`config.mk`:
```
export PLATFORM = sky130hd
export DESIGN_NAME = buzzer_tone_driver_flat
export DESIGN_NICKNAME = d
export VERILOG_FILES = /design/src/rtl/buzzer_tone_driver_if.sv /design/src/rtl/buzzer_tone_driver.sv /design/src/flat_wrapper.sv
export SDC_FILE = /design/constraint.sdc
export NUM_CORES = 1
export LEC_CHECK = 0
export BUFFER_PORTS_ARGS = -buffer_cell sky130_fd_sc_hd__clkbuf_2
export CORE_MARGIN = 2
export CORE_UTILIZATION = 65
export CTS_CLUSTER_SIZE = 14
export DETAILED_ROUTE_END_ITERATION = 10
export GPL_TIMING_DRIVEN = 0
export HOLD_SLACK_MARGIN = 0.05
export PLACE_DENSITY_LB_ADDON = 0.25
export SYNTH_ARGS = -nofsm -noshare
export SYNTH_HDL_FRONTEND = slang
export SYNTH_SLANG_ARGS = --single-unit
```
`constraint.sdc`:
```
create_clock -name clk -period 4.7 [get_ports clk]
set_input_delay 0 -clock clk [delete_from_list [all_inputs] [get_ports clk]]
set_output_delay 0 -clock clk [all_outputs]
set_load 0.005 [all_outputs]
```
`src/rtl/buzzer_tone_driver_if.sv`:
```
// Handshake bundle between the alarm block and the piezo tone driver.
interface buzzer_tone_driver_if;
    logic [2:0] alarm_en;
    logic       tone_out;
    logic [2:0] chan_led;
    logic       busy;
    logic       cycle_done;

    modport master (output alarm_en, input tone_out, chan_led, busy, cycle_done);
    modport slave  (input alarm_en, output tone_out, chan_led, busy, cycle_done);
endinterface

```
`src/rtl/buzzer_tone_driver.sv`:
```
// Piezo tone/cadence driver: channel k plays k beeps at half-period HALF_DIV*k, then pauses.
// Optional macro LED_BLINK_EN: channel LEDs light only while a beep is sounding.
module buzzer_tone_driver #(
    parameter int HALF_DIV  = 4,
    parameter int BEEP_CYC  = 16,
    parameter int GAP_CYC   = 8,
    parameter int PAUSE_CYC = 32
) (
    input logic                  clk,
    input logic                  rst,
    buzzer_tone_driver_if.slave  bus
);
    typedef enum logic [1:0] {IDLE, BEEP, GAP, PAUSE} state_t;

    localparam logic [7:0] BEEP_LAST  = 8'(BEEP_CYC - 1);
    localparam logic [7:0] GAP_LAST   = 8'(GAP_CYC - 1);
    localparam logic [7:0] PAUSE_LAST = 8'(PAUSE_CYC - 1);
    localparam logic [7:0] HT1        = 8'(HALF_DIV - 1);
    localparam logic [7:0] HT2        = 8'(2 * HALF_DIV - 1);
    localparam logic [7:0] HT3        = 8'(3 * HALF_DIV - 1);

    state_t     state;
    logic [2:0] en_q;
    logic [1:0] ch, sel, beep_num;
    logic [7:0] dur, half_cnt, half_top;
    logic [2:0] quiet_led;
    logic       abort, preempt, start_new;

    function automatic logic [2:0] onehot(input logic [1:0] c);
        case (c)
            2'd1:    onehot = 3'b001;
            2'd2:    onehot = 3'b010;
            2'd3:    onehot = 3'b100;
            default: onehot = 3'b000;
        endcase
    endfunction

    always_comb begin
        sel = 2'd0;
        if (en_q[2])      sel = 2'd3;
        else if (en_q[1]) sel = 2'd2;
        else if (en_q[0]) sel = 2'd1;
    end

    always_comb begin
        case (ch)
            2'd2:    half_top = HT2;
            2'd3:    half_top = HT3;
            default: half_top = HT1;
        endcase
    end

`ifdef LED_BLINK_EN
    assign quiet_led = 3'b000;
`else
    assign quiet_led = onehot(ch);
`endif

    // Abort outranks everything; a channel change in PAUSE is deferred to the pause end.
    assign abort     = (state != IDLE) && (sel == 2'd0);
    assign preempt   = ((state == BEEP) || (state == GAP)) && (sel != 2'd0) && (sel != ch);
    assign start_new = ((state == IDLE) && (sel != 2'd0)) || preempt ||
                       ((state == PAUSE) && (dur == PAUSE_LAST));

    always_ff @(posedge clk or posedge rst) begin
        if (rst) begin
            state          <= IDLE;
            en_q           <= '0;
            ch             <= '0;
            beep_num       <= '0;
            dur            <= '0;
            half_cnt       <= '0;
            bus.tone_out   <= 1'b0;
            bus.chan_led   <= '0;
            bus.busy       <= 1'b0;
            bus.cycle_done <= 1'b0;
        end else begin
            en_q           <= bus.alarm_en;
            bus.cycle_done <= 1'b0;
            if (abort) begin
                state        <= IDLE;
                ch           <= '0;
                beep_num     <= '0;
                dur          <= '0;
                half_cnt     <= '0;
                bus.tone_out <= 1'b0;
                bus.chan_led <= '0;
                bus.busy     <= 1'b0;
            end else if (start_new) begin
                state          <= BEEP;
                ch             <= sel;
                beep_num       <= 2'd1;
                dur            <= '0;
                half_cnt       <= '0;
                bus.tone_out   <= 1'b1;
                bus.busy       <= 1'b1;
                bus.chan_led   <= onehot(sel);
                bus.cycle_done <= (state == PAUSE);
            end else begin
                case (state)
                    BEEP: begin
                        if (dur == BEEP_LAST) begin
                            state        <= (beep_num == ch) ? PAUSE : GAP;
                            dur          <= '0;
                            half_cnt     <= '0;
                            bus.tone_out <= 1'b0;
                            bus.chan_led <= quiet_led;
                        end else begin
                            dur <= dur + 8'd1;
                            if (half_cnt == half_top) begin
                                half_cnt     <= '0;
                                bus.tone_out <= ~bus.tone_out;
                            end else begin
                                half_cnt <= half_cnt + 8'd1;
                            end
                        end
                    end
                    GAP: begin
                        if (dur == GAP_LAST) begin
                            state        <= BEEP;
                            beep_num     <= beep_num + 2'd1;
                            dur          <= '0;
                            half_cnt     <= '0;
                            bus.tone_out <= 1'b1;
                            bus.chan_led <= onehot(ch);
                        end else begin
                            dur <= dur + 8'd1;
                        end
                    end
                    PAUSE: dur <= dur + 8'd1;
                    default: begin
                        bus.tone_out <= 1'b0;
                        bus.chan_led <= '0;
                        bus.busy     <= 1'b0;
                    end
                endcase
            end
        end
    end
endmodule

```
`src/flat_wrapper.sv`:
```
// flat-port wrapper written by rule: the top's interface ports become plain ports
module buzzer_tone_driver_flat 
#(
    parameter int HALF_DIV  = 4,
    parameter int BEEP_CYC  = 16,
    parameter int GAP_CYC   = 8,
    parameter int PAUSE_CYC = 32
)
  (clk, rst, bus_alarm_en, bus_tone_out, bus_chan_led, bus_busy, bus_cycle_done);
  buzzer_tone_driver_if bus_i ();
  input logic clk;
  input logic rst;
  input wire logic [$bits(bus_i.alarm_en)-1:0] bus_alarm_en;
  output wire logic [$bits(bus_i.tone_out)-1:0] bus_tone_out;
  output wire logic [$bits(bus_i.chan_led)-1:0] bus_chan_led;
  output wire logic [$bits(bus_i.busy)-1:0] bus_busy;
  output wire logic [$bits(bus_i.cycle_done)-1:0] bus_cycle_done;
  assign bus_i.alarm_en = bus_alarm_en;
  assign bus_tone_out = bus_i.tone_out;
  assign bus_chan_led = bus_i.chan_led;
  assign bus_busy = bus_i.busy;
  assign bus_cycle_done = bus_i.cycle_done;
  buzzer_tone_driver #(.HALF_DIV(HALF_DIV), .BEEP_CYC(BEEP_CYC), .GAP_CYC(GAP_CYC), .PAUSE_CYC(PAUSE_CYC)) u_core (.clk(clk), .rst(rst), .bus(bus_i));
endmodule
```
## Word-level counts from Yosys, hierarchy flattened

Cells that the tools add are included.

- Memory bits (writable): 0
- Memories: 0
- Output and inout port bits: 6
- Input port bits: 5
- ROM bits: 0
- Word-level logic and storage cells: 102
- Bits in latches: 0
- Register bits after elaboration: 31

- Divide/modulo/power cells: 0
- Add/subtract/negate cells: 3
- Order comparisons: 0
- Shifts and indexed selects: 0
- Multiply operators: 0
- Muxes and demuxes: 45
- Eq/ne operators: 20
- Reductions and logical operators: 23
- Bitwise operators: 1

Operators with widths:

| cell | number |
|---|---|
| $mux W8 | 9 |
| $pmux W3 S3 | 3 |
| $mux W2 | 12 |
| $pmux W8 S3 | 1 |
| $add A8 B1 Y8 const B | 2 |
| $pmux W8 S2 | 1 |
| $eq A2 B2 Y1 const B | 6 |
| $mux W1 | 12 |
| $mux W3 | 4 |
| $reduce_and A3 Y1 | 3 |
| $eq A8 B3 Y1 const B | 1 |
| $eq A8 B4 Y1 | 1 |
| $eq A8 B4 Y1 const B | 1 |
| $eq A8 B5 Y1 const B | 1 |
| $ne A4 B2 Y1 const B | 2 |
| $pmux W4 S2 | 1 |
| $eq A2 B1 Y1 const B | 3 |
| $ne A3 B1 Y1 const B | 2 |
| $reduce_bool A2 Y1 | 3 |
| $reduce_bool A3 Y1 | 2 |
| $logic_and A1 B1 Y1 | 5 |
| $ne A5 B3 Y1 const B | 1 |
| $reduce_bool A5 Y1 | 1 |
| $logic_not A2 Y1 | 2 |
| 10 further kinds | 13 |

## Depth between registers and ports, before layout

- Depth in word-level cells: 10
- Gate-level depth with buffers: 9
- Depth with buffers taken out: 7

## Worst setup path before layout

OpenSTA, ideal clock, no wires.

- Path kind: reg-to-reg
- Start point: reg u_core.dur[4]
- End point: reg u_core.bus.tone_out
- Path slack: 2640 ps
- Cell stages (with the launch flop): 7
- Setup time: 125 ps
- Data required time: 4575 ps
- Period minus slack after synthesis: 2060 ps
- Buffers on the path: 1
- Arrival time: 1935 ps
- Cells stage by stage: dfrtp_1 -> or4_1 -> buf_6 -> o31ai_4 -> nand2b_1 -> o2111ai_1 -> mux2_2

- Word-level cells in the longest chain between the ends: 5
- Elaborated cells between the ends (all ways): 13
- Those cells by class: 6 x eq/ne; 4 x mux; 3 x reduce/logical

Ends and longest elaborated chain:

| what | RTL line | text |
|---|---|---|
| start: declaration | buzzer_tone_driver.sv:25 | `logic [7:0] dur, half_cnt, half_top;` |
| start signal: assignment | buzzer_tone_driver.sv:109 | `dur <= dur + 8'd1;` |
| start signal: assignment | buzzer_tone_driver.sv:127 | `dur <= dur + 8'd1;` |
| start signal: assignment | buzzer_tone_driver.sv:130 | `PAUSE: dur <= dur + 8'd1;` |
| $eq A8 B4 Y1 or $eq A8 B5 Y1 (tied branches) | buzzer_tone_driver.sv:102, buzzer_tone_driver.sv:63 |  |
| $mux W1 or $logic_and A1 B1 Y1 (tied branches) | buzzer_tone_driver.sv:102, buzzer_tone_driver.sv:63 |  |
| $pmux W1 S3 or $logic_or A1 B1 Y1 (tied branches) | buzzer_tone_driver.sv:100, buzzer_tone_driver.sv:62 |  |
| $mux W1, or another cell as far along | buzzer_tone_driver.sv:89 | `end else if (start_new) begin` |
| $mux W1 or $reduce_and A3 Y1 (tied branches) | -- |  |
| end signal: assignment | buzzer_tone_driver.sv:112 | `bus.tone_out <= ~bus.tone_out;` |
| end: declaration | buzzer_tone_driver_if.sv:10 | `modport slave (input alarm_en, output tone_out, chan_led, busy, cycle_done);` |

Several ways; a longest one is shown, not always the timed one.
A chain may end at the register's enable or synchronous reset.

## Worst setup path in the final report

- Start point: reg u_core.state[0]
- End point: reg u_core.bus.tone_out

- Word-level cells in the longest chain between the ends: 8
- Elaborated cells between the ends (all ways): 20
- Those cells by class: 6 x eq/ne; 3 x mux; 11 x reduce/logical

Ends and longest elaborated chain:

| what | RTL line | text |
|---|---|---|
| start: declaration | buzzer_tone_driver.sv:22 | `state_t state;` |
| start signal: assignment | buzzer_tone_driver.sv:103 | `state <= (beep_num == ch) ? PAUSE : GAP;` |
| $eq A2 B1 Y1 or $eq A2 B2 Y1 (tied branches) | buzzer_tone_driver.sv:61, buzzer_tone_driver.sv:100 |  |
| $logic_or A1 B1 Y1 | buzzer_tone_driver.sv:61 | `assign preempt = ((state == BEEP) \|\| (state == GAP)) && (sel != 2'd0) && (sel != ch);` |
| $logic_and A1 B1 Y1 (2 in a row) | buzzer_tone_driver.sv:61 |  |
| $logic_or A1 B1 Y1 (2 in a row) | buzzer_tone_driver.sv:62 | `assign start_new = ((state == IDLE) && (sel != 2'd0)) \|\| preempt \|\|` |
| $ne A5 B3 Y1 (no line), or another cell as far along | -- |  |
| $reduce_and A3 Y1 (no line) or $mux W1 (tied branches) | -- |  |

Several ways; a longest one is shown, not always the timed one.

==> impl_metrics.csv <==
group,metric,value,unit
synth,synth_nets,224,
floorplan,initial_core_util,69.4,%
critical_path,critPathSlowestCell,"o311ai_0",
sta,rsz0062_at_grt,"no",
synth,synth_area,1950,um^2
status,status,"complete, no violations",
finish,drive_above_1_share,13.2,%
sta,fin_setup_tns,0,ns
synth,synth_seq_cells,31,
routing,drt-total-wl,4350,um
finish,fin_nets,245,
critical_path,worstSetupPathType,"reg -> reg",
pwr,power_density,573,nW/um^2
sta,worst_pin_slew,1.15,ns
run,cap_violations,0,
floorplan,pin_count,11,
global_route,grt_overflow,0,
sta,finalHoldViolCount,0,
pwr,ir_worst_vdd,0.385,mV
sta,skew,0.00929,ns
synth,avgSynthCellArea,9.13,um^2
critical_path,worstPathCellList,"inv_1, ha_1, clkbuf_2, inv_1, o311ai_0, a32o_1, mux2_2",
pwr,cellLeakagePower,0.943,nW
clock_network,h-tree-depth,2,
clock_network,clk_latency,0.32,ns
placed_design,post-dp-hpwl,3100,um
floorplan,core,2810,um^2
clock_network,cts_setup_buffers,0,
synth,synth_cell_type_count,51,
critical_path,crit_buf_inv,3,
critical_path,cp-end-kind,"register",
global_route,grt_pass1_wl,7640,um
floorplan,row_count,19,
clock_network,cts_tree,"yes",
critical_path,critPathTopFamily,"compound AO/OA/AOI/OAI gates",
placed_design,io_buffers,10,
clock_network,clock-sinks,31,
critical_path,cp.arrival,2.70,ns
sta,fin_crit,2.44,ns
global_route,antenna_found_initial,0,
critical_path,critPathLaunchType,"register",
routing,drc_errors,0,
clock_network,clkTransAtPathRegs,0.08,ns
critical_path,cpMostUsedCell,"inv_1",
finish,syn2layout_area_growth,9.52,%
global_route,grt_usage,29.1,%
routing,vias,1793,
finish,final_util,76.0,%
critical_path,r2r_slack,2.26,ns
sta,relSlewSlack,23.3,%
sta,fmax,409,MHz
sta,report.final.setup_viol,0,
routing,via_per_inst,6.77,
finish,n_fill_cell,176,
sta,drv_slew,0,
placed_design,gp_congestion,0.939,
synth,syn_inst,213,
floorplan,die_h,58.7,um
finish,multi_input_area,1060,um^2
routing,routedWlPerCell,16.4,um
clock_network,cts_root_buf,"clkbuf_4",
global_route,grt_pass1_vias,1638,
clock_network,clk_path_buf_depth,2,
finish,antenna_cells,0,
critical_path,required,4.96,ns
global_route,grt_max_degree,32,
finish,seq_area,776,um^2
worst_hold_path,timing.hold.worst.class,"in -> reg",
routing,firstDrtPassIters,5,
critical_path,path_max_fanout,9,
critical_path,max_stage_delay,0.84,ns
synth,synth-seq-area-share,39.9,%
floorplan,die_w,58.7,um
routing,drtAntennaViolNets,0,
clock_network,cts_buffers,5,
synth,synth_edf_count,0,
sta,finalCritPeriodShare,52.0,%
synth,ys_warn_count,0,
synth,ys.flop_type,"dfrtp_1",
synth,async_reset_ff_share,100,%
floorplan,die_area,3450,um^2
routing,drt-initial-drc-count,152,
-- registers in the layout, indices dropped and copies added, names as in the netlist --
name,count
u_core.en_q,3
u_core.state,2
u_core.bus.busy,1
u_core.half_cnt,8
u_core.bus.chan_led,3
u_core.bus.cycle_done,1
u_core.bus.tone_out,1
u_core.ch,2
u_core.dur,8
u_core.beep_num,2
-- cells by family after synthesis --
family,after synthesis,share of synthesized area [%]
simple gates,86,24.8
flops,31,39.9
buf+inv,24,5.47
compound gates,52,19.4
xor+xnor,10,4.50
fa+ha+maj,7,4.37
mux,3,1.67
-- metal layers --
| metal | share of wire (%) | track usage [%] | vias up |
|---|---|---|---|
| li1 | - | - | 841 |
| met1 | 44 | 40.7 | 850 |
| met2 | 48 | 46.2 | 92 |
| met3 | 7.1 | 5.49 | 10 |
| met4 | 0.48 | 9.09 | 0 |
| met5 | 0 | 0 | - |
-- synthesized netlist by cell type (all sizes together) (2+ instances only) --
library cell | instances | area (um^2)
nor3 | 7 | 35.0
o21ai | 9 | 48.8
inv | 12 | 45.0
clkbuf | 5 | 20.0
nand2 | 15 | 56.3
or3 | 6 | 37.5
xnor2 | 3 | 26.3
xor2 | 7 | 61.3
mux2 | 2 | 22.5
nand3 | 12 | 65.1
nor4 | 3 | 25.0
buf | 7 | 41.3
a32oi | 4 | 35.0
a31oi | 6 | 37.5
o311ai | 2 | 17.5
nor2 | 13 | 48.8
and4 | 3 | 26.3
nor2b | 2 | 12.5
nand4 | 7 | 43.8
a21oi | 10 | 50.1
and3 | 6 | 37.5
a211oi | 3 | 22.5
o21a | 2 | 15.0
ha | 6 | 75.1
nand3b | 4 | 30.0
dfrtp | 31 | 776
a311oi | 2 | 17.5
o311a | 2 | 20.0
a21boi | 2 | 15.0
o41ai | 2 | 17.5
nand2b | 2 | 12.5
nand4b | 2 | 17.5
-- final timing paths --
path	startpoint	end	depth (start not counted)
max	u_core.state[0]	u_core.bus.tone_out	7
min	bus_alarm_en[0]	u_core.en_q[0]	2
max reg2reg	u_core.state[0]	u_core.bus.tone_out	7
min reg2reg	u_core.bus.chan_led[1]	u_core.bus.chan_led[1]	2
max in group asynchronous	rst	u_core.state[1]	3
min in group asynchronous	rst	u_core.half_cnt[2]	3
-- power breakdown --
part,switching [W],leakage [nW],internal [W],total (W)
combinational,0.000437,0.509,0.000260,0.000697
clock,0.0000831,0.0341,0.0000692,0.000152
sequential,0.0000440,0.400,0.000327,0.000371
total,0.000564,0.943,0.000656,0.00122
-- layout by cell type (no fill, tap or decap), drive strengths merged, types with 3 or more instances in the layout --
master / synthesis / layout
dfrtp: 31 / 31
clkbuf: 5 / 21
nand2: 15 / 15
nor2: 13 / 13
inv: 12 / 12
nand3: 12 / 12
a21oi: 10 / 10
o21ai: 9 / 9
nor3: 7 / 7
nand4: 7 / 7
xor2: 7 / 7
buf: 7 / 7
or3: 6 / 6
and3: 6 / 6
a31oi: 6 / 6
ha: 6 / 6
a32oi: 4 / 4
nand3b: 4 / 4
dlygate4sd3: 0 / 4
xnor2: 3 / 3
and4: 3 / 3
a211oi: 3 / 3
nor4: 3 / 3
-- area by class of cell --
type,instances,area share (%)
Timing Repair Buffer,14,4.23
Inverter,12,2.11
Tap cell,31,1.82
Sequential cell,31,36.4
Clock buffer,6,2.41
Buffer,12,2.88
Clock inverter,1,0.235
Multi-Input combinational cell,158,49.9
-- metrics by stage --
| step | power [W] | instance area [um^2] | setup WS (ns) | std cells | hold WS, ns |
|---|---|---|---|---|---|
| 3_3_place_gp | 0.00102 | 2030 | 2.41 | 254 | 0.108 |
| 6_report | 0.00122 | 2130 | 2.26 | 265 | 0.351 |
| 4_1_cts | 0.00121 | 2130 | 2.30 | 265 | 0.314 |
| 3_5_place_dp | 0.00105 | 2030 | 2.34 | 254 | 0.110 |
| 2_1_floorplan | 0.000883 | 1950 | 2.64 | 213 | 0.0314 |
| 5_1_grt | 0.00132 | 2130 | 2.12 | 265 | 0.353 |
-- repair_timing --
action	CTS	global route
hold buffers	4	0
endpoints found under the hold margin	34	0
gates resized for setup	0	0
setup endpoints to repair	0	0
Power figures use the tool's default switching activity.
